## config.mk

```make
export PLATFORM = sky130hd
export DESIGN_NAME = screen_writer_flat
export DESIGN_NICKNAME = d
export VERILOG_FILES = /design/src/rtl/screen_writer_if.sv /design/src/rtl/screen_writer.sv /design/src/flat_wrapper.sv
export SDC_FILE = /design/constraint.sdc
export NUM_CORES = 1
export LEC_CHECK = 0
export ABC_AREA = 0
export CAP_MARGIN = 20
export CELL_PAD_IN_SITES_DETAIL_PLACEMENT = 1
export CELL_PAD_IN_SITES_GLOBAL_PLACEMENT = 2
export CORE_ASPECT_RATIO = 0.6
export CORE_MARGIN = 1.5
export CORE_UTILIZATION = 24
export DETAILED_ROUTE_END_ITERATION = 10
export HOLD_SLACK_MARGIN = 0.08
export PLACE_DENSITY = 0.62
export SYNTH_ARGS = -nofsm -noshare
export SYNTH_HDL_FRONTEND = slang
export SYNTH_SLANG_ARGS = --single-unit
```

## constraint.sdc

```tcl
create_clock -name clk -period 6.1 [get_ports clk]
set_clock_uncertainty 0.05 [all_clocks]
set_input_delay 1.22 -clock clk [delete_from_list [all_inputs] [get_ports clk]]
set_output_delay 1.22 -clock clk [all_outputs]
set_load 0.005 [all_outputs]
```

## src/rtl/screen_writer_if.sv

```systemverilog
// Command channel from game logic to the screen writer: valid/ready handshake
// carrying the opcode, target cell and character code.
interface screen_writer_if;
    logic       cmdValid;
    logic       cmdReady;
    logic [1:0] cmdOp;
    logic [4:0] cmdRow;
    logic [5:0] cmdCol;
    logic [2:0] cmdChar;

    modport master (output cmdValid, cmdOp, cmdRow, cmdCol, cmdChar, input cmdReady);
    modport slave  (input cmdValid, cmdOp, cmdRow, cmdCol, cmdChar, output cmdReady);
endinterface

```

## src/rtl/screen_writer.sv

```systemverilog
// screen_writer: turns draw commands (write/fill/clear/scroll) into single-port screen RAM accesses.
// Optional macro SCREEN_WRITER_VSYNC_SYNC_EN holds CLEAR/SCROLL until the synchronized vsync falls.
module screen_writer #(
    parameter int         COLS       = 40,
    parameter int         ROWS       = 30,
    parameter logic [2:0] BLANK_CHAR = 3'd0
) (
    input  logic           clk,
    input  logic           rst_n,
    screen_writer_if.slave cmd,
    output logic           memWe,
    output logic [10:0]    memAddr,
    output logic [2:0]     memWrData,
    input  logic [2:0]     memRdData,
    output logic           busy,
    output logic           done,
    input  logic           vsync
);
    localparam int          TOTAL  = COLS * ROWS;
    localparam logic [10:0] COLS_A = 11'(COLS);
    localparam logic [10:0] LAST_A = 11'(TOTAL - 1);

    localparam logic [1:0] OP_WRITE  = 2'd0;
    localparam logic [1:0] OP_FILL   = 2'd1;
    localparam logic [1:0] OP_CLEAR  = 2'd2;

    typedef enum logic [2:0] {
        IDLE, WRITE, FILL, SCR_RD, SCR_WR, SCR_TOP
`ifdef SCREEN_WRITER_VSYNC_SYNC_EN
        , WAIT_VS
`endif
    } state_t;

    state_t      state, state_n;
    logic [10:0] addr_q, addr_n, last_q, last_n;
    logic [2:0]  wdata_q, wdata_n, char_q, char_n, bulk_char;
    logic [1:0]  op_q, op_n, bulk_op;
    logic        we_n, done_n, ready_q, bulk_go;
    logic        accept, row_ok, col_ok;
    logic [10:0] row_base;

    // Blank cells need no special treatment; the code is kept for callers.
    logic [2:0] unused_blank;
    assign unused_blank = BLANK_CHAR;

`ifdef SCREEN_WRITER_VSYNC_SYNC_EN
    logic vs_s1, vs_s2, vs_s3, vs_fall;

    always_ff @(posedge clk or negedge rst_n) begin
        if (!rst_n) begin
            vs_s1 <= 1'b1;
            vs_s2 <= 1'b1;
            vs_s3 <= 1'b1;
        end else begin
            vs_s1 <= vsync;
            vs_s2 <= vs_s1;
            vs_s3 <= vs_s2;
        end
    end

    assign vs_fall = vs_s3 & ~vs_s2;
`else
    logic unused_vsync;
    assign unused_vsync = vsync;
`endif

    assign accept   = (state == IDLE) && cmd.cmdValid && ready_q;
    assign row_base = 11'(cmd.cmdRow) * COLS_A;
    assign row_ok   = int'(cmd.cmdRow) < ROWS;
    assign col_ok   = int'(cmd.cmdCol) < COLS;

    always_comb begin
        state_n   = state;
        addr_n    = addr_q;
        last_n    = last_q;
        wdata_n   = wdata_q;
        char_n    = char_q;
        op_n      = op_q;
        we_n      = 1'b0;
        done_n    = 1'b0;
        bulk_go   = 1'b0;
        bulk_op   = op_q;
        bulk_char = char_q;

        case (state)
            IDLE: begin
                if (accept) begin
                    char_n  = cmd.cmdChar;
                    op_n    = cmd.cmdOp;
                    wdata_n = cmd.cmdChar;
                    case (cmd.cmdOp)
                        OP_WRITE: begin
                            state_n = WRITE;
                            addr_n  = row_base + 11'(cmd.cmdCol);
                            we_n    = row_ok && col_ok;
                            done_n  = 1'b1;
                        end
                        OP_FILL: begin
                            if (row_ok) begin
                                state_n = FILL;
                                addr_n  = row_base;
                                last_n  = row_base + COLS_A - 11'd1;
                                we_n    = 1'b1;
                                done_n  = (COLS == 1);
                            end else begin
                                // Out-of-range rows finish in one silent cycle.
                                state_n = WRITE;
                                done_n  = 1'b1;
                            end
                        end
                        default: begin
`ifdef SCREEN_WRITER_VSYNC_SYNC_EN
                            state_n = WAIT_VS;
`else
                            bulk_go   = 1'b1;
                            bulk_op   = cmd.cmdOp;
                            bulk_char = cmd.cmdChar;
`endif
                        end
                    endcase
                end
            end
            WRITE: state_n = IDLE;
            FILL, SCR_TOP: begin
                if (addr_q == last_q) begin
                    state_n = IDLE;
                end else begin
                    addr_n = addr_q + 11'd1;
                    we_n   = 1'b1;
                    done_n = (addr_q + 11'd1 == last_q);
                end
            end
            SCR_RD: begin
                state_n = SCR_WR;
                addr_n  = addr_q + COLS_A;
                we_n    = 1'b1;
            end
            SCR_WR: begin
                if (addr_q == COLS_A) begin
                    state_n = SCR_TOP;
                    addr_n  = 11'd0;
                    last_n  = COLS_A - 11'd1;
                    we_n    = 1'b1;
                    wdata_n = char_q;
                    done_n  = (COLS == 1);
                end else begin
                    // Walk destinations downward so sources are never overwritten first.
                    state_n = SCR_RD;
                    addr_n  = addr_q - COLS_A - 11'd1;
                end
            end
`ifdef SCREEN_WRITER_VSYNC_SYNC_EN
            WAIT_VS: bulk_go = vs_fall;
`endif
            default: state_n = IDLE;
        endcase

        if (bulk_go) begin
            if (bulk_op == OP_CLEAR) begin
                state_n = FILL;
                addr_n  = 11'd0;
                last_n  = LAST_A;
                we_n    = 1'b1;
                wdata_n = bulk_char;
                done_n  = (TOTAL == 1);
            end else if (ROWS > 1) begin
                state_n = SCR_RD;
                addr_n  = LAST_A - COLS_A;
            end else begin
                state_n = SCR_TOP;
                addr_n  = 11'd0;
                last_n  = COLS_A - 11'd1;
                we_n    = 1'b1;
                wdata_n = bulk_char;
                done_n  = (COLS == 1);
            end
        end
    end

    always_ff @(posedge clk or negedge rst_n) begin
        if (!rst_n) begin
            state   <= IDLE;
            addr_q  <= '0;
            last_q  <= '0;
            wdata_q <= '0;
            char_q  <= '0;
            op_q    <= '0;
            memWe   <= 1'b0;
            done    <= 1'b0;
            busy    <= 1'b0;
            ready_q <= 1'b0;
        end else begin
            state   <= state_n;
            addr_q  <= addr_n;
            last_q  <= last_n;
            wdata_q <= wdata_n;
            char_q  <= char_n;
            op_q    <= op_n;
            memWe   <= we_n;
            done    <= done_n;
            busy    <= (state_n != IDLE);
            ready_q <= (state_n == IDLE);
        end
    end

    // Scroll copies take the RAM's registered read data straight through.
    assign memWrData    = (state == SCR_WR) ? memRdData : wdata_q;
    assign memAddr      = addr_q;
    assign cmd.cmdReady = ready_q;
endmodule

```

## src/flat_wrapper.sv

```systemverilog
// flat-port wrapper written by rule: the top's interface ports become plain ports
module screen_writer_flat 
#(
    parameter int         COLS       = 40,
    parameter int         ROWS       = 30,
    parameter logic [2:0] BLANK_CHAR = 3'd0
)
  (clk, rst_n, memWe, memAddr, memWrData, memRdData, busy, done, vsync, cmd_cmdValid, cmd_cmdOp, cmd_cmdRow, cmd_cmdCol, cmd_cmdChar, cmd_cmdReady);
  screen_writer_if cmd_i ();
  input  logic clk;
  input  logic rst_n;
  output logic memWe;
  output logic [10:0] memAddr;
  output logic [2:0] memWrData;
  input  logic [2:0] memRdData;
  output logic busy;
  output logic done;
  input  logic vsync;
  input wire logic [$bits(cmd_i.cmdValid)-1:0] cmd_cmdValid;
  input wire logic [$bits(cmd_i.cmdOp)-1:0] cmd_cmdOp;
  input wire logic [$bits(cmd_i.cmdRow)-1:0] cmd_cmdRow;
  input wire logic [$bits(cmd_i.cmdCol)-1:0] cmd_cmdCol;
  input wire logic [$bits(cmd_i.cmdChar)-1:0] cmd_cmdChar;
  output wire logic [$bits(cmd_i.cmdReady)-1:0] cmd_cmdReady;
  assign cmd_i.cmdValid = cmd_cmdValid;
  assign cmd_i.cmdOp = cmd_cmdOp;
  assign cmd_i.cmdRow = cmd_cmdRow;
  assign cmd_i.cmdCol = cmd_cmdCol;
  assign cmd_i.cmdChar = cmd_cmdChar;
  assign cmd_cmdReady = cmd_i.cmdReady;
  screen_writer #(.COLS(COLS), .ROWS(ROWS), .BLANK_CHAR(BLANK_CHAR)) u_core (.clk(clk), .rst_n(rst_n), .cmd(cmd_i), .memWe(memWe), .memAddr(memAddr), .memWrData(memWrData), .memRdData(memRdData), .busy(busy), .done(done), .vsync(vsync));
endmodule
```

==> impl_results.rst, run 1 <==
.. list-table::
   :header-rows: 1

   * - Metric
     - Value
   * - Status
     - finished clean
   * - Synthesized-area fraction occupied by and/or/nand/nor cells
     - 23.6%
   * - Area share of the largest cell type after synthesis
     - 26.3%
   * - Hpwl dp
     - 9.72 mm
   * - Sw Share
     - 24.1%
   * - Dominant cells by area after synthesis
     - sky130_fd_sc_hd__dfrtp_1 (26%), sky130_fd_sc_hd__xnor2_1 (6.3%), sky130_fd_sc_hd__ha_1 (5.3%)
   * - Design internal power
     - 0.504 mW
   * - Post-route setup slack
     - 2.15 ns
   * - Global placer's final weighted congestion
     - 0.822
   * - H-tree lvl count
     - 2
   * - Beginning of the worst register-to-register path
     - u_core.state[0]$_DFF_PN0_
   * - Total number of vias
     - 3,220
   * - Final Core Density
     - 29.4%
   * - Total CTS buffers
     - 5
   * - Cell row count
     - 33
   * - Final hold slack
     - about 0.43 ns
   * - Yosys warnings
     - 0
   * - Number of antenna violations at the first check in global routing
     - 0
   * - Clk sink count
     - 35
   * - Net switching power
     - about 0.16 mW
   * - Cell count after synthesis
     - between 300 and 400
   * - Total routing resource utilization after global routing
     - 18.7%
   * - Count of state elements after synthesis
     - 35
   * - Critical path startpoint
     - cmd_cmdRow[1]
   * - Count of hold-fix buffers inserted at cts
     - 0
   * - Count of flip-flops with a built-in enable after synthesis
     - 0
   * - Commonest cells post-synth
     - sky130_fd_sc_hd__nand2_1 (45), sky130_fd_sc_hd__dfrtp_1 (35), sky130_fd_sc_hd__a21oi_1 (25), sky130_fd_sc_hd__nor2_1 (25)
   * - Max-slew headroom at the worst pin
     - 22.1%
   * - Adder-cell share of the synthesized area
     - 6.46%
   * - FFs w/ async S/R, synth
     - 100%
   * - IO Port Bufs
     - 39
   * - Antenna Cells
     - 0
   * - Most area-hungry cell type in the Yosys netlist
     - sky130_fd_sc_hd__dfrtp_1
   * - Final worst path period need
     - 3.95 ns
   * - Worst VDD drop
     - 0.118 mV
   * - Tightest Hold Check Type
     - flip-flop to flip-flop
   * - Final Routed Wirelength
     - 12.8 mm
   * - Multiplexer fraction of the synthesized cell area
     - around 2.1%
   * - Antenna Violating Nets Remaining
     - 0
   * - First-pass iteration count of the detailed router
     - 5
   * - Post-synthesis compound-gate area fraction
     - 24.8%
   * - TritonCTS clock tree
     - yes
   * - Post CTS Setup Buffer Count
     - 0
   * - WP data required
     - ~6.2 ns
   * - Io pins
     - 41
   * - Largest net degree at the start of global routing
     - 36
   * - Type of element launching the critical path
     - primary input
   * - Floorplan die width
     - 155 um
   * - Tcrit/Tclk final
     - 64.7%
   * - Transition time of the tightest slew-check pin
     - 1.16 ns
   * - Post-detailed-route via-to-cell ratio
     - roughly 5.4
   * - Power density of the placed cells
     - 167 nW/um2
   * - Net count after synthesis
     - 432
   * - Die area
     - 14,600 um2
   * - Post-synthesis average cell area
     - 8.47 um2
   * - # Max-Cap Violations
     - 0
   * - Standard cell core area
     - around 14,000 um2
   * - Peak fanout along the critical path
     - 6
   * - Post-place setup slack
     - roughly 1.9 ns
   * - Worst Min Path Start
     - u_core.char_q[1]$_DFFE_PN0P_
   * - Count of nets after finishing
     - 455
   * - Vias in the first global route
     - 3,221
   * - Mean routed wirelength per cell
     - about 22 um
   * - Synth unique cells
     - 75
   * - Final setup violation count
     - 0
   * - Area of all placed cells without fillers
     - around 4000 um2
   * - Number of design-rule violations left by the first detailed-router iteration
     - 266
   * - Effective utilization at floorplan
     - around 25%
   * - RSZ-0062 raised after global routing
     - no
   * - Layout overhead on the synthesized area
     - 19.8%
   * - Clock buffer depth
     - 2
   * - Post-synthesis sequential area ratio
     - 26.3%
   * - Most instantiated flip-flop cell in the synthesis netlist
     - sky130_fd_sc_hd__dfrtp_1
   * - Accumulated negative setup slack
     - 0 ns
   * - Part of the power in combinational logic
     - between 10% and 20%
   * - Share of layout cells above drive strength 1
     - 8.39%
   * - Number of inserted filler cells in the final layout
     - 1,602
   * - Wire length of the first global-routing pass
     - 20.1 mm
   * - Pleak
     - 1.67 nW
   * - Type of the worst setup path
     - primary input to flip-flop
   * - Dominant combinational cell family by area after synthesis
     - compound AO/OA/AOI/OAI gates
   * - Final routed DRC violation total
     - 0
   * - Clock network latency to the later pin of the worst-skew pair
     - 0.30 ns
   * - Cell area after placement
     - 3800 um2
   * - Number of hold violations in the final report
     - 0
   * - Clock transition at path regs
     - 0.06 ns
   * - # resized after CTS
     - 0
   * - Max Transition Viols Final
     - 0
   * - Total overflow reported by the global router
     - 0
   * - Part of the total power dissipated in sequential elements
     - between 30% and 40%
   * - XOR/XNOR Fraction of Synth Area
     - 10.2%
   * - Most frequent cell after synthesis
     - sky130_fd_sc_hd__nand2_1
   * - Cell area after synthesis
     - 3330 um2
   * - Part of the power in the clock network
     - between 50 and 60%
   * - Category of the worst setup path capture point
     - flip-flop
   * - CTS root buf
     - sky130_fd_sc_hd__clkbuf_16
   * - Maximum clock frequency
     - between 200 and 300 MHz
   * - Crit path DAT
     - about 4 ns
   * - Die height
     - 94.2 um
-- registers in the layout, indices dropped and copies added (netlist names) --
signal	cells
u_core.busy	1
u_core.char_q	3
u_core.cmd.cmdReady	1
u_core.done	1
u_core.last_q	11
u_core.memAddr	11
u_core.memWe	1
u_core.state	3
u_core.wdata_q	3
-- placed cells by master, fill, tap and decap left out, types with 8 or more instances in the layout --
| cell type | netlist | final |
|---|---|---|
| sky130_fd_sc_hd__a21oi_1 | 25 | 25 |
| sky130_fd_sc_hd__clkdlybuf4s50_1 | 0 | 38 |
| sky130_fd_sc_hd__dfrtp_1 | 35 | 35 |
| sky130_fd_sc_hd__ha_1 | 14 | 14 |
| sky130_fd_sc_hd__inv_1 | 18 | 18 |
| sky130_fd_sc_hd__nand2_1 | 45 | 45 |
| sky130_fd_sc_hd__nand2b_1 | 8 | 8 |
| sky130_fd_sc_hd__nand3_1 | 11 | 11 |
| sky130_fd_sc_hd__nor2_1 | 25 | 25 |
| sky130_fd_sc_hd__nor3_1 | 9 | 9 |
| sky130_fd_sc_hd__o21ai_0 | 24 | 24 |
| sky130_fd_sc_hd__xnor2_1 | 24 | 24 |
| sky130_fd_sc_hd__xor2_1 | 11 | 11 |
-- cell type report --
cell class	count	area, um2	share of cell area, %
multi-input combinational	315	2240	56.1
sequential	35	876	22.0
timing repair buffer	41	400	10.0
tap	175	219	5.49
clock buffer	6	129	3.23
inverter	18	67.6	1.69
clock inverter	2	60.1	1.51
-- power by group through the flow --
| stage | sequential (mW) | clock [mW] | combinational (mW) |
|---|---|---|---|
| floorplan | 0.236 | 0 | 0.0448 |
| global placement | 0.236 | 0 | 0.0812 |
| detailed placement | 0.236 | 0 | 0.0814 |
| CTS | 0.232 | 0.357 | 0.0820 |
| global route | 0.232 | 0.367 | 0.0903 |
| finish | 0.232 | 0.351 | 0.0808 |
-- critical path, cell delays in order --
cell	delay [ns]
sky130_fd_sc_hd__clkdlybuf4s50_1	0.56
sky130_fd_sc_hd__ha_1	0.36
sky130_fd_sc_hd__ha_1	0.17
sky130_fd_sc_hd__inv_1	0.05
sky130_fd_sc_hd__fa_1	0.40
sky130_fd_sc_hd__xor2_1	0.29
sky130_fd_sc_hd__nor2_1	0.13
sky130_fd_sc_hd__a41oi_1	0.37
sky130_fd_sc_hd__o2111ai_1	0.26
sky130_fd_sc_hd__a22o_1	0.27
-- routing by layer --
metal / vias to the layer above / GRT usage [%] / share of wire [%]
li1: 1490 / - / -
met1: 1645 / 30.5 / 57
met2: 75 / 24.7 / 38
met3: 10 / 3.27 / 4.5
met4: 0 / 2.88 / 0.57
met5: - / 0 / 0
-- metrics by stage --
| step | cells | power, mW |
|---|---|---|
| after detailed placement | 584 | 0.318 |
| after global routing | 592 | 0.689 |
| after floorplan | 393 | 0.281 |
| final | 592 | 0.664 |
| after CTS | 592 | 0.671 |
| after global placement | 584 | 0.318 |
-- cells by family (layout without fill, tap and decap cells) --
logic type                 after synthesis  count (layout)
DFF                                     35              35
buffers and inverters                   43              67
xor gates and xnor gates                37              37
muxes                                    6               6
AOI/OAI and AO/OA                      117             117
adders and majority gates               16              16
and+or+nand+nor                        139             139
-- final timing paths --
path                                                       end  slack [ns]  depth (start not counted)
worst max-delay path            u_core.memAddr[10]$_DFFE_PN0P_        2.15                         10
worst min-delay path              u_core.char_q[1]$_DFFE_PN0P_        0.43                          2
worst max register to register      u_core.last_q[2]$_DFF_PN0_        3.02                          7
worst min register to register    u_core.char_q[1]$_DFFE_PN0P_        0.43                          2
max in group asynchronous           u_core.last_q[6]$_DFF_PN0_        4.43                          1
min in group asynchronous        u_core.memAddr[2]$_DFFE_PN0P_        0.99                          1
(Power assumes the default switching activity.)
==> run 2: changes to the inputs <==
PLACE_DENSITY = 0.64   (was 0.62)
clock period = 3.29 ns   (was 6.1 ns; I/O delays follow)
==> run 2 against run 1 <==
First-iteration DRC count down 0.75%; largest cell class unchanged; critical endpoint unchanged; final cell count grew 5.1%; non-clock buffer count increased by 30; core utilization increased by 1.4 points; critical path type unchanged; final area grew 4.9%; sequential power rose by 85%; count of clock-buffer cells in the layout rose by 1; clock power grew 48%; highest routed layer unchanged; register-to-register slack lost 2.4 ns.
==> impl_results.rst, run 2 (same netlist as run 1, synthesis figures left out) <==
.. list-table::
   :header-rows: 1

   * - Metric
     - Value
   * - Status
     - finished clean
   * - TritonCTS clock tree
     - yes
   * - Power density of the placed cells
     - roughly 270 nW/um2
   * - Vias in the first global route
     - 3,333
   * - Max Transition Viols Final
     - 0
   * - Count of hold-fix buffers inserted at cts
     - 0
   * - Die area
     - 14,600 um2
   * - # resized after CTS
     - 0
   * - Antenna Violating Nets Remaining
     - 0
   * - Number of buffers and inverters on the critical path
     - 3
   * - IO Port Bufs
     - 39
   * - Transition time of the tightest slew-check pin
     - approximately 0.89 ns
   * - Floorplan die width
     - 155 um
   * - Accumulated negative setup slack
     - 0 ns
   * - Number of inserted filler cells in the final layout
     - ~1,600
   * - Clock network latency to the later pin of the worst-skew pair
     - 0.29 ns
   * - First-pass iteration count of the detailed router
     - 5
   * - Clk sink count
     - 35
   * - Top library cells by usage in the layout, fill and taps aside
     - sky130_fd_sc_hd__nand2_1 (45), sky130_fd_sc_hd__clkdlybuf4s50_1 (38), sky130_fd_sc_hd__dfrtp_1 (35)
   * - Tightest Hold Check Type
     - primary input to asynchronous set/reset pin
   * - Area of all placed cells without fillers
     - 4190 um2
   * - Max-slew headroom at the worst pin
     - 40.8%
   * - Type of the worst setup path
     - primary input to flip-flop
   * - Beginning of the worst register-to-register path
     - u_core.memAddr[10]$_DFFE_PN0P_
   * - Effective utilization at floorplan
     - 24.5%
   * - Total routing resource utilization after global routing
     - 17.8%
   * - Antenna Cells
     - 0
   * - RSZ-0062 raised after global routing
     - no
   * - Crit path DAT
     - 3.07 ns
   * - WP data required
     - around 3.4 ns
   * - Clock buffer depth
     - 2
   * - Net switching power
     - between 0.2 and 0.3 mW
   * - Io pins
     - slightly above 40
   * - Number of antenna violations at the first check in global routing
     - 0
   * - Number of hold violations in the final report
     - 0
   * - Total number of vias
     - 3,280
   * - H-tree lvl count
     - 2
   * - Design internal power
     - 0.840 mW
   * - Share of layout cells above drive strength 1
     - 14.8%
   * - Number of design-rule violations left by the first detailed-router iteration
     - 264
   * - Critical Path, Cell by Cell
     - clkdlybuf4s50_1 > ha_1 > ha_1 > inv_1 > fa_1 > xor2_1 > nor2_1 > a41oi_1 > buf_4 > o2111ai_1 > a22o_1
   * - Critical path's top delay family
     - adder cells
   * - Final hold slack
     - 0.427 ns
   * - Post-detailed-route via-to-cell ratio
     - 5.27
   * - Critical path startpoint
     - cmd_cmdRow[1]
   * - Wire length of the first global-routing pass
     - 19.7 mm
   * - Clock transition at path regs
     - around 0.06 ns
   * - Most frequent standard cell in the layout excluding fill and tap cells
     - sky130_fd_sc_hd__nand2_1
   * - Cell with the most instances on the worst path
     - sky130_fd_sc_hd__ha_1
   * - Maximum cell stage delay along the critical path
     - 0.43 ns
   * - Pleak
     - 1.80 nW
   * - Maximum clock frequency
     - roughly 340 MHz
   * - Final routed DRC violation total
     - 0
   * - Category of the worst setup path capture point
     - flip-flop
   * - Hpwl dp
     - 9.63 mm
   * - Die height
     - 94.2 um
   * - Tcrit/Tclk final
     - 89.3%
   * - # Max-Cap Violations
     - 0
   * - Type of element launching the critical path
     - primary input
   * - Peak fanout along the critical path
     - 2
   * - Part of the power in the clock network
     - a little under half
   * - Final Routed Wirelength
     - 12.4 mm
   * - CP max stage cell
     - sky130_fd_sc_hd__clkdlybuf4s50_1
   * - Largest net degree at the start of global routing
     - 36
   * - Global placer's final weighted congestion
     - 0.856
   * - Part of the total power dissipated in sequential elements
     - 38.2%
   * - Sw Share
     - 25.5%
   * - Layout overhead on the synthesized area
     - 25.7%
   * - Final setup violation count
     - 0
   * - Cell row count
     - 33
   * - Worst VDD drop
     - between 0.1 and 0.15 mV
   * - Final worst path period need
     - 2.94 ns
   * - Part of the power in combinational logic
     - 15.6%
   * - Total overflow reported by the global router
     - 0
   * - Post CTS Setup Buffer Count
     - 0
   * - Mean routed wirelength per cell
     - 20.0 um
   * - CTS root buf
     - sky130_fd_sc_hd__clkbuf_16
   * - Count of nets after finishing
     - between 400 and 500
   * - Standard cell core area
     - 13,600 um2
   * - Total CTS buffers
     - 5
   * - Cell area after placement
     - 4030 um2
==> run 2: cell count changes in the layout (fill, tap and decap cells not counted), sizes merged <==
| cell | delta |
|---|---|
| bufinv | -2 |
| clkinvlp | +1 |
| clkbuf | +1 |
| buf | +30 |
==> run 2: area by class of cell <==
type / count / area (um2) / area share, %
multi-input combinational: 315 / 2240 / 53.5
sequential: 35 / 876 / 20.9
tap: 175 / 219 / 5.23
inverter: 18 / 67.6 / 1.61
timing repair buffer: 71 / 626 / 14.9
clock buffer: 7 / 153 / 3.65
clock inverter: 1 / 7.51 / 0.179
==> run 2: final timing paths <==
check / end / slack, ns / cells past startpoint
min in group clk: u_core.char_q[1]$_DFFE_PN0P_ / 0.43 / 2
setup / recovery: u_core.memAddr[10]$_DFFE_PN0P_ / 0.35 / 11
hold / removal: u_core.done$_DFF_PN0_ / 0.43 / 1
setup reg to reg: u_core.memAddr[0]$_DFFE_PN0P_ / 0.63 / 6
max in group asynchronous: u_core.memAddr[6]$_DFFE_PN0P_ / 2.18 / 1
hold reg to reg: u_core.char_q[1]$_DFFE_PN0P_ / 0.43 / 2
==> run 2: routing by layer <==
metal	GRT usage, %	part of all wire, %	up-vias
met5	0	0	-
met4	2.56	0.46	0
met3	3.09	6.4	7
met2	24.5	39	96
met1	28.5	55	1637
li1	-	-	1540
==> run 2: power groups by stage <==
stage	clock network [mW]	registers, mW	logic, mW
final	0.521	0.430	0.176
after global routing	0.545	0.430	0.196
after CTS	0.529	0.430	0.178
after detailed placement	0	0.438	0.176
after global placement	0	0.438	0.173
after floorplan	0	0.438	0.0830
==> run 2: worst reg2reg max path, cell delays in order (launching register included) <==
cell	delay [ns]
sky130_fd_sc_hd__dfrtp_1	0.54
sky130_fd_sc_hd__xnor2_1	0.45
sky130_fd_sc_hd__and4b_1	0.34
sky130_fd_sc_hd__nand3_2	0.18
sky130_fd_sc_hd__o221ai_4	0.44
sky130_fd_sc_hd__nand2b_4	0.25
sky130_fd_sc_hd__mux2_4	0.30
==> run 2: metrics by stage <==
stage | setup WS [ns] | instances | utilization, % | total power [mW]
5_1_grt | 0.213 | 622 | 30.8 | 1.17
3_3_place_gp | 0.0741 | 614 | 29.6 | 0.612
6_report | 0.353 | 622 | 30.8 | 1.13
3_5_place_dp | 0.0338 | 614 | 29.6 | 0.615
4_1_cts | 0.322 | 622 | 30.8 | 1.14
2_1_floorplan | 0.732 | 393 | - | 0.521
